`src/rtl/parity_frame_rx.sv`:
```
`default_nettype none
// ============================================================================
// Module      : parity_frame_rx
// Description : Serial receiver for start/data/parity/stop frames; deserialises
//               the word and reports parity and framing status.
// Revision    : 1.0 - initial release
// ============================================================================
module parity_frame_rx #(
    parameter int DATA_W     = 3,
    parameter bit ODD_PARITY = 1'b0
) (
    input  logic              clk,
    input  logic              rst_n,
    input  logic              bit_en,
    input  logic              rx_in,
    output logic [DATA_W-1:0] data_out,
    output logic              valid,
    output logic              parity_err,
    output logic              frame_err,
    output logic              busy
);

    localparam int                 c_cnt_w   = $clog2(DATA_W + 1);
    localparam logic [c_cnt_w-1:0] c_cnt_last = c_cnt_w'(DATA_W - 1);
    localparam logic [c_cnt_w-1:0] c_cnt_one  = c_cnt_w'(1);

    typedef enum logic [2:0] {
        S_IDLE    = 3'd0,
        S_DATA    = 3'd1,
        S_PARITY  = 3'd2,
        S_STOP    = 3'd3,
        S_RECOVER = 3'd4
    } state_t;

    state_t              r_state;
    logic [c_cnt_w-1:0]  r_cnt;
    logic [DATA_W-1:0]   r_shift;
    logic                r_acc;
    logic                r_perr;
    logic [DATA_W-1:0]   w_shift_next;

    // Bits enter at the MSB and walk down, so after DATA_W shifts the first
    // received bit sits at index 0 (LSB-first ordering).
    generate
        if (DATA_W == 1) begin : g_shift_one
            assign w_shift_next = rx_in;
        end else begin : g_shift_multi
            assign w_shift_next = {rx_in, r_shift[DATA_W-1:1]};
        end
    endgenerate

    always_ff @(posedge clk or negedge rst_n) begin
        if (!rst_n) begin
            r_state    <= S_IDLE;
            r_cnt      <= '0;
            r_shift    <= '0;
            r_acc      <= 1'b0;
            r_perr     <= 1'b0;
            data_out   <= '0;
            valid      <= 1'b0;
            parity_err <= 1'b0;
            frame_err  <= 1'b0;
            busy       <= 1'b0;
        end else begin
            valid     <= 1'b0;
            frame_err <= 1'b0;
            if (bit_en) begin
                case (r_state)
                    S_IDLE: begin
                        if (!rx_in) begin
                            r_state <= S_DATA;
                            r_cnt   <= '0;
                            r_acc   <= 1'b0;
                            busy    <= 1'b1;
                        end
                    end
                    S_DATA: begin
                        r_shift <= w_shift_next;
                        r_acc   <= r_acc ^ rx_in;
                        r_cnt   <= r_cnt + c_cnt_one;
                        if (r_cnt == c_cnt_last) begin
                            r_state <= S_PARITY;
                        end
                    end
                    S_PARITY: begin
                        r_perr  <= r_acc ^ rx_in ^ ODD_PARITY;
                        r_state <= S_STOP;
                    end
                    S_STOP: begin
                        if (rx_in) begin
                            data_out   <= r_shift;
                            parity_err <= r_perr;
                            valid      <= 1'b1;
                            busy       <= 1'b0;
                            r_state    <= S_IDLE;
                        end else begin
                            // Break or bad stop: hold until the line returns high
                            frame_err <= 1'b1;
                            r_state   <= S_RECOVER;
                        end
                    end
                    S_RECOVER: begin
                        if (rx_in) begin
                            busy    <= 1'b0;
                            r_state <= S_IDLE;
                        end
                    end
                    default: begin
                        busy    <= 1'b0;
                        r_state <= S_IDLE;
                    end
                endcase
            end
        end
    end

endmodule
`default_nettype wire

```
`config.mk`:
```
export PLATFORM = sky130hd
export DESIGN_NAME = parity_frame_rx
export DESIGN_NICKNAME = d
export VERILOG_FILES = /design/src/rtl/parity_frame_rx.sv
export SDC_FILE = /design/constraint.sdc
export NUM_CORES = 1
export LEC_CHECK = 0
export CAP_MARGIN = 30
export CORE_MARGIN = 8
export CORE_UTILIZATION = 55
export CTS_CLUSTER_DIAMETER = 120
export DETAILED_ROUTE_END_ITERATION = 10
export HOLD_SLACK_MARGIN = 0.15
export PLACE_DENSITY_LB_ADDON = 0.2
export SLEW_MARGIN = 20
export SYNTH_ARGS = -nofsm -noshare
export SYNTH_HDL_FRONTEND = slang
export SYNTH_SLANG_ARGS = --single-unit
```
`constraint.sdc`:
```
create_clock -name clk -period 5.3 [get_ports clk]
set_clock_uncertainty 0.15 [all_clocks]
set_input_delay 1.06 -clock clk [delete_from_list [all_inputs] [get_ports clk]]
set_output_delay 1.06 -clock clk [all_outputs]
set_load 0.03 [all_outputs]
```
==> results.yml, run 1 <==
synth:
  syn-mean-instance-area_um2: 12.1
  synth-edff-count: 0
  post-synth-top-area-cell: "sky130_fd_sc_hd__dfrtp_1"
  xor_xnor_portion_of_the_synthesized_cell_area_pct: 0
  synth_simple_gate_area_share_pct: 11.5
  ys_seq_area_share_pct: 55.1
  yosysMostFrequentCell: "sky130_fd_sc_hd__dfrtp_1"
  asyncSetResetFlopFracSynth_pct: 100
  synth_compound_area_share_pct: 15.2
  post_synth_instance_area_um2: 772
  ys_ff_latch: 17
  syn-instance-count: 64
  synth_top_family_by_area: "compound AO/OA/AOI/OAI gates"
  area_contributors_post_synth: "sky130_fd_sc_hd__dfrtp_1 (55%), sky130_fd_sc_hd__mux2_4 (7.8%), sky130_fd_sc_hd__mux2_2 (2.9%)"
  synth_warnings: 0
  synth_cell_types: 28
  synth_fp_nets: 69
  synth.area.mux_share_pct: 10.7
  synth-adder-area-share_pct: 1.62
  yosys.area.top_type_share_pct: 55.1
  yosys_most_used_dff: "sky130_fd_sc_hd__dfrtp_1"
  synth.top_cells.by_count: "sky130_fd_sc_hd__dfrtp_1 (17), sky130_fd_sc_hd__inv_1 (5), sky130_fd_sc_hd__mux2_4 (4)"
sta:
  unrepaired_setup_endpoints_after_global_routing: "false"
  slew_violations: 0
  achievable-frequency_mhz: 380
  setup_slack_ps: 2670
  hold_viol: 0
  final_cycle_share_pct: 49.7
  fin_tns_setup_ps: 0
  worst_slew_pin_slew_ps: 739
  finalWorstPathRequiredPeriod_ps: 2630
  timing.max_slew.rel_slack_pct: 50.5
  whs_ps: 357
  finalSetupViolCount: 0
global_route:
  track_usage_pct: 11.4
  grt_first_pass_wirelength_um: 2420
  vias_in_the_first_global_route: 550
  initial_antenna_violation_count: 0
  grt_max_degree: 18
  grt-ovfl-total: 0
clocking:
  setup_fix_buffers_added_after_clock_tree_synthesis: 0
  cts_resized: 0
  maximum_buffer_depth_of_the_clock_tree: 2
  cts.sinks: 17
  tritoncts_clock_tree: "done"
  post_cts_hold_buffer_count: 0
  insertion_delay_ps: 300
  cts.clk_slew.worst_paths_ps: 90
  htreeDepth: 1
  cts_buffers: 3
  clk_root_buffer_cell: "sky130_fd_sc_hd__clkbuf_4"
floorplanning:
  dieWidth_um: 53.5
  io_pins: 11
  rows: 13
  start_util_pct: 59.3
  die_height_um: 53.5
  core_region_area_um2: 1300
  die_area_um2: 2860
final_layout:
  final_net_count: 80
  nFillCells: 103
  final_layout_size_suffix_gt1_share_pct: 17.6
  layout_area_overhead_pct: 16.0
  diodes: 0
  layout.area.seq_um2: 425
  fin_cells: 89
  multi_input_comb_area_um2: 302
drt:
  via_count: 546
  detail-route-antenna-nets: 0
  firstDrtPassIters: 4
  totalWireLength_um: 1410
  wl_per_cell_um: 15.8
  detail_route.drc_violations: 0
  routed_via_density: 6.13
  dr.first_iter.drc_count: 28
placed_design:
  port_buffers: 10
  gp_routability_congestion: 0.883
  post-dp-hpwl_um: 1010
  placed_cells_incl_taps: 85
  dp_worst_setup_slack_ps: 2380
pwr:
  power.density_cell_area_nw_per_um2: 566
  vdd_ir_max_mv: 0.286
  p_total_uw: 507
  cellLeakagePower_nw: 0.438
setup_path:
  setup.worst_path.start_class: "input pin"
  endpoint_kind: "register"
  slowest_stage: "sky130_fd_sc_hd__clkdlybuf4s50_1"
  crit_path_cell_trace: "clkdlybuf4s50_1 > inv_1 > or4_4 > mux2_4"
  startpoint: "rx_in"
  crit-reg2reg-launch: "r_state[0]"
  crit_path_max_fanout: 7
  max_stage_delay_ps: 590
  cp.arrival_ps: 2670
  cp_data_required_time_ps: 5330
  worstSetupPathType: "in -> reg"
worst_hold_path:
  min-delay-start: "r_cnt[0]"
  path_class_of_the_lowest_slack_min_delay_path: "reg -> reg"
status:
  run_status: "finished, final reports clean"
run:
  drv_cap: 0
==> logic make-up (layout without fill, tap and decap cells) <==
family / after synthesis / after routing
flops: 17 / 17
simple gates: 14 / 14
compound gates: 16 / 16
fa+ha+maj: 1 / 1
mux: 6 / 6
buf+inv: 10 / 20
==> worst max-delay path: cells and delay by family <==
kind                   cells  cell delay (ps)
buffers and inverters      2              720
muxes                      1              320
and+or+nand+nor            1              560
==> stage by stage <==
stage	utilization, %	instance area (µm²)
floorplan	-	772
global placement	66.7	868
detailed placement	66.7	868
CTS	68.8	896
global route	68.8	896
finish	68.8	896
==> layout make-up <==
type	instances	area share, %
flip-flops and latches	17	47.5
multi-input cells	37	33.7
repair buffers	10	11.2
clock buffers	3	2.51
inverters	6	2.51
well taps	15	2.09
clock inverters	1	0.559
==> cell usage in the layout, fill, tap and decap left out, types with 3 or more instances in the layout <==
cell	n
sky130_fd_sc_hd__dfrtp_1	17
sky130_fd_sc_hd__clkdlybuf4s50_1	10
sky130_fd_sc_hd__inv_1	5
sky130_fd_sc_hd__mux2_4	4
sky130_fd_sc_hd__nand2_1	3
sky130_fd_sc_hd__nor2_1	3
sky130_fd_sc_hd__clkbuf_4	3
==> worst paths after layout <==
kind | slack, ps | end | cells after the start
max | 2670 | data_out[2] | 4
max reg2reg | 3540 | data_out[2] | 3
max in group asynchronous | 3490 | data_out[0] | 1
min reg2reg | 360 | r_cnt[0] | 1
min | 360 | r_cnt[0] | 1
min in group asynchronous | 1040 | r_state[0] | 1
==> sequential cells by signal, indices dropped and copies added, names as in the netlist <==
name        cells
valid           1
r_state         3
parity_err      1
busy            1
r_cnt           2
r_perr          1
frame_err       1
r_shift         3
data_out        3
r_acc           1
==> where the power goes <==
group	internal [mW]	leakage, nW	total (mW)	switching, mW
logic	0.103	0.206	0.207	0.104
registers	0.182	0.214	0.230	0.0483
clock network	0.0281	0.0177	0.0702	0.0420
==> routing by layer <==
metal / track usage [%] / up-vias / wire length (µm)
met3: 2.80 / 3 / 97
met1: 13.9 / 270 / 632
met4: 6.72 / 0 / 23
li1: - / 251 / -
met5: 0 / - / 0
met2: 17.8 / 22 / 655
No activity file was read; power rests on OpenSTA's default activity.
==> run 2: changes to the inputs <==
CORE_UTILIZATION = 46   (was 55)
clock period = 2.4 ns   (was 5.3 ns; I/O delays follow)
==> run 2 against run 1 <==
Effect of this change:
- global-route usage decreased by 2.1 points
- die area rose by 14%
- register-to-register slack worse by 2900 ps
- worst hold slack worse by 7.0 ps
==> results.yml, run 2 (synthesis results as in run 1) <==
sta:
  timing.max_slew.rel_slack_pct: 75.1
  worst_slew_pin_slew_ps: 369
  achievable-frequency_mhz: 500
  unrepaired_setup_endpoints_after_global_routing: "false"
  whs_ps: 350
  fin_tns_setup_ps: 0
  final_cycle_share_pct: 83.4
  slew_violations: 0
  finalSetupViolCount: 0
  finalWorstPathRequiredPeriod_ps: 2000
  hold_viol: 0
setup_path:
  crit_path_max_fanout: 3
  worstSetupPathType: "reg -> out"
  endpoint_kind: "primary output"
  worstRegToRegCells: 3
  ff2ff_setup_slack_ps: 650
  crit_path_cell_trace: "clkdlybuf4s50_1"
  r2r_end: "data_out[0]"
  cp.arrival_ps: 1370
  worstPathBufferInverterCount: 1
  cp_data_required_time_ps: 1770
  setup.worst_path.start_class: "register"
  cp_top_family: "buffers and inverters"
  crit-reg2reg-launch: "r_state[0]"
  max_stage_delay_ps: 690
  slowest_stage: "sky130_fd_sc_hd__clkdlybuf4s50_1"
drt:
  routed_via_density: 5.79
  via_count: 544
  detail_route.drc_violations: 0
  dr.first_iter.drc_count: 15
  totalWireLength_um: 1410
  wl_per_cell_um: 15.0
  detail-route-antenna-nets: 0
  firstDrtPassIters: 5
global_route:
  initial_antenna_violation_count: 0
  grt_max_degree: 18
  grt_first_pass_wirelength_um: 2380
  track_usage_pct: 9.32
  vias_in_the_first_global_route: 517
  grt-ovfl-total: 0
clocking:
  setup_fix_buffers_added_after_clock_tree_synthesis: 0
  htreeDepth: 1
  cts.clk_slew.worst_paths_ps: 100
  clk_root_buffer_cell: "sky130_fd_sc_hd__clkbuf_4"
  cts.sinks: 17
  cts_buffers: 3
  tritoncts_clock_tree: "done"
  insertion_delay_ps: 290
  cts_resized: 0
  post_cts_hold_buffer_count: 0
  maximum_buffer_depth_of_the_clock_tree: 2
final_layout:
  diodes: 0
  most_frequent_cells_in_the_layout: "sky130_fd_sc_hd__dfrtp_1 (17), sky130_fd_sc_hd__clkdlybuf4s50_1 (10), sky130_fd_sc_hd__inv_1 (5)"
  final_common_cell: "sky130_fd_sc_hd__dfrtp_1"
  final_layout_size_suffix_gt1_share_pct: 20.8
  reg.largest.list: "data_out (3), r_shift (3), r_state (3)"
  multi_input_comb_area_um2: 302
  layout.area.seq_um2: 425
  nFillCells: 151
  final_net_count: 83
  layout_area_overhead_pct: 19.3
pwr:
  power.density_cell_area_nw_per_um2: 1210
  cellLeakagePower_nw: 0.452
  vdd_ir_max_mv: 0.838
placed_design:
  gp_routability_congestion: 0.833
  port_buffers: 10
  post-dp-hpwl_um: 994
floorplanning:
  core_region_area_um2: 1650
  die_height_um: 57.0
  io_pins: 11
  rows: 15
  dieWidth_um: 57.0
  start_util_pct: 46.7
  die_area_um2: 3250
run:
  drv_cap: 0
status:
  run_status: "finished, final reports clean"
worst_hold_path:
  path_class_of_the_lowest_slack_min_delay_path: "in -> async"
## run 2: area by class of cell
cell class	instances	share of cell area, %
Multi-Input combinational cell	37	32.7
Timing Repair Buffer	13	13.3
Tap cell	17	2.31
Clock inverter	1	0.543
Sequential cell	17	46.2
Inverter	6	2.45
Clock buffer	3	2.45
## run 2: how the worst max path moves through the flow
stage	from	to	slack, ps	cells after the start
after floorplan	r_state[2]	data_out[0]	660	4
after global placement	rx_in	data_out[2]	240	4
after detailed placement	rx_in	data_out[0]	220	4
after CTS	busy	busy	380	1
after global routing	busy	busy	350	1
final	busy	busy	400	1
## run 2: power by group
group          switching [mW]  internal [mW]
clock network          0.0908         0.0620
registers               0.107          0.401
logic                   0.221          0.230
total                   0.418          0.693
## run 2: stage by stage
step,instances,total power [mW],setup slack (ps),util [%],area (µm²)
3_3_place_gp,90,0.955,244,54.1,893
4_1_cts,94,1.12,376,55.8,921
6_report,94,1.11,400,55.8,921
2_1_floorplan,64,0.814,662,-,772
3_5_place_dp,90,0.966,218,54.1,893
5_1_grt,94,1.19,351,55.8,921
## run 2: layer usage
layer | global-route usage (%) | share of wire, % | vias up
li1 | - | - | 257
met1 | 12.4 | 43 | 262
met2 | 12.2 | 47 | 21
met3 | 3.33 | 7.5 | 4
met4 | 6.04 | 2.0 | 0
met5 | 0 | 0 | -
==> run 3: changes to the inputs <==
clock period = 1.6 ns   (was 2.4 ns; I/O delays follow)
==> run 3 against run 2 <==
Effect of this change:
- critical endpoint is now data_out[0]
- highest routed layer unchanged
- power increased by 54%
- flip-flop and latch count unchanged
- critical path type is now reg -> reg
- largest power group is now combinational cells
- critical path depth is 2 higher
- first-iteration DRC count did not move
==> results.yml, run 3 (synthesis results as in run 1) <==
setup_path:
  crit-reg2reg-launch: "r_state[0]"
  endpoint_kind: "register"
  cp.arrival_ps: 1620
  setup.worst_path.start_class: "register"
  worstRegToRegCells: 3
  max_stage_delay_ps: 590
  worstPathBufferInverterCount: 1
  critPathCapture: "data_out[0]"
  crit_path_max_fanout: 5
  cp_data_required_time_ps: 1640
  slowest_stage: "sky130_fd_sc_hd__or4_4"
  cp_top_family: "simple AND/OR/NAND/NOR gates"
  ff2ff_setup_slack_ps: 20
  crit_path_cell_trace: "inv_2 > or4_4 > mux2_4"
  startpoint: "r_state[0]"
  worstSetupPathType: "reg -> reg"
  timing.critical_path.depth: 3
  r2r_end: "data_out[0]"
clocking:
  insertion_delay_ps: 290
  maximum_buffer_depth_of_the_clock_tree: 2
  cts_buffers: 3
  tritoncts_clock_tree: "done"
  htreeDepth: 1
  post_cts_hold_buffer_count: 0
  cts.sinks: 17
  clk_root_buffer_cell: "sky130_fd_sc_hd__clkbuf_4"
  cts.clk_slew.worst_paths_ps: 100
floorplanning:
  io_pins: 11
  start_util_pct: 46.7
  dieWidth_um: 57.0
  die_area_um2: 3250
  die_height_um: 57.0
  rows: 15
  core_region_area_um2: 1650
run:
  drv_cap: 0
sta:
  finalWorstPathRequiredPeriod_ps: 1580
  slew_violations: 0
  achievable-frequency_mhz: 632
  unrepaired_setup_endpoints_after_global_routing: "true"
  final_cycle_share_pct: 98.9
  finalSetupViolCount: 0
  timing.max_slew.rel_slack_pct: 73.2
  hold_viol: 0
  worst_slew_pin_slew_ps: 399
  setup_slack_ps: 17.7
pwr:
  vdd_ir_max_mv: 0.757
  cellLeakagePower_nw: 0.512
  power.density_cell_area_nw_per_um2: 1780
global_route:
  grt_first_pass_wirelength_um: 2650
  vias_in_the_first_global_route: 593
  track_usage_pct: 10.3
  grt_max_degree: 18
  grt-ovfl-total: 0
  initial_antenna_violation_count: 0
drt:
  via_count: 574
  detail_route.drc_violations: 0
  dr.first_iter.drc_count: 15
  totalWireLength_um: 1490
  detail-route-antenna-nets: 0
  firstDrtPassIters: 6
  routed_via_density: 5.63
  wl_per_cell_um: 14.6
final_layout:
  final_common_cell: "sky130_fd_sc_hd__dfrtp_1"
  layout.area.seq_um2: 425
  nFillCells: 148
  final_net_count: 91
  final_core_utilization_pct: 58.5
  layout_area_overhead_pct: 25.1
  most_frequent_cells_in_the_layout: "sky130_fd_sc_hd__dfrtp_1 (17), sky130_fd_sc_hd__buf_4 (11), sky130_fd_sc_hd__dlygate4sd2_1 (8)"
  multi_input_comb_area_um2: 302
  diodes: 0
  reg.largest.list: "data_out (3), r_shift (3), r_state (3)"
  final_layout_size_suffix_gt1_share_pct: 30.6
placed_design:
  gp_routability_congestion: 0.831
  post-dp-hpwl_um: 1100
  port_buffers: 10
  dp_worst_setup_slack_ps: -458
status:
  run_status: "finished, final reports clean"
worst_hold_path:
  path_class_of_the_lowest_slack_min_delay_path: "in -> async"
[run 3: changes by cell type in the layout (fill, tap and decap cells not counted), sizes merged]
| cell | change |
|---|---|
| clkbuf | +1 |
| dlygate4sd2 | +8 |
| buf | +8 |
| clkdlybuf4s50 | -9 |
[run 3: stage by stage]
stage / instance area (µm²) / setup TNS [ps] / instances / power, mW / hold WS (ps)
after global placement: 953 / -3270 / 98 / 1.52 / 326
final: 966 / 0 / 102 / 1.72 / 190
after global routing: 966 / -77.4 / 102 / 1.84 / 209
after floorplan: 782 / -331 / 64 / 1.23 / -126
after detailed placement: 953 / -3430 / 98 / 1.54 / 340
after CTS: 970 / 0 / 102 / 1.73 / 196
[run 3: per-layer routing]
metal  vias up  GRT usage (%)  routed length [µm]  share of wire [%]
li1        275              -                   -                  -
met1       282           12.1                 661                 45
met2        13           15.5                 687                 46
met3         4           4.43                 108                7.3
met4         0           5.03                  27                1.8
met5         -              0                   0                  0
[run 3: cell type report]
| class | count | share of cell area, % |
|---|---|---|
| sequential | 17 | 44.0 |
| multi-input combinational | 37 | 31.2 |
| timing repair buffer | 21 | 17.4 |
| clock buffer | 3 | 2.33 |
| inverter | 6 | 2.33 |
| tap | 17 | 2.20 |
| clock inverter | 1 | 0.518 |
[run 3: what timing repair did]
item	4_1_cts	5_1_grt
pin swaps	2	1
endpoints found under the setup margin	11	6
buffers inserted	0	0
resized for setup	10	3
[run 3: worst min path at each step]
stage / from / to / slack, ps / depth (start not counted)
floorplan: rst_n / busy / -130 / 0
global placement: r_cnt[1] / r_cnt[1] / 330 / 1
detailed placement: r_acc / r_acc / 340 / 1
CTS: rst_n / busy / 200 / 2
global route: rst_n / r_state[1] / 210 / 2
finish: rst_n / busy / 190 / 2
[run 3: power breakdown]
| part | internal [mW] | total, mW | switching, mW |
|---|---|---|---|
| Sequential | 0.603 | 0.714 | 0.112 |
| Combinational | 0.373 | 0.773 | 0.400 |
| Clock | 0.0930 | 0.229 | 0.136 |
| Total | 1.07 | 1.72 | 0.648 |
[run 3: worst register-to-register path, delay by kind of cell (launching register included)]
kind	cells	cell delay, ps
simple gates	1	590
buf+inv	1	40
mux	1	320
flops	1	380
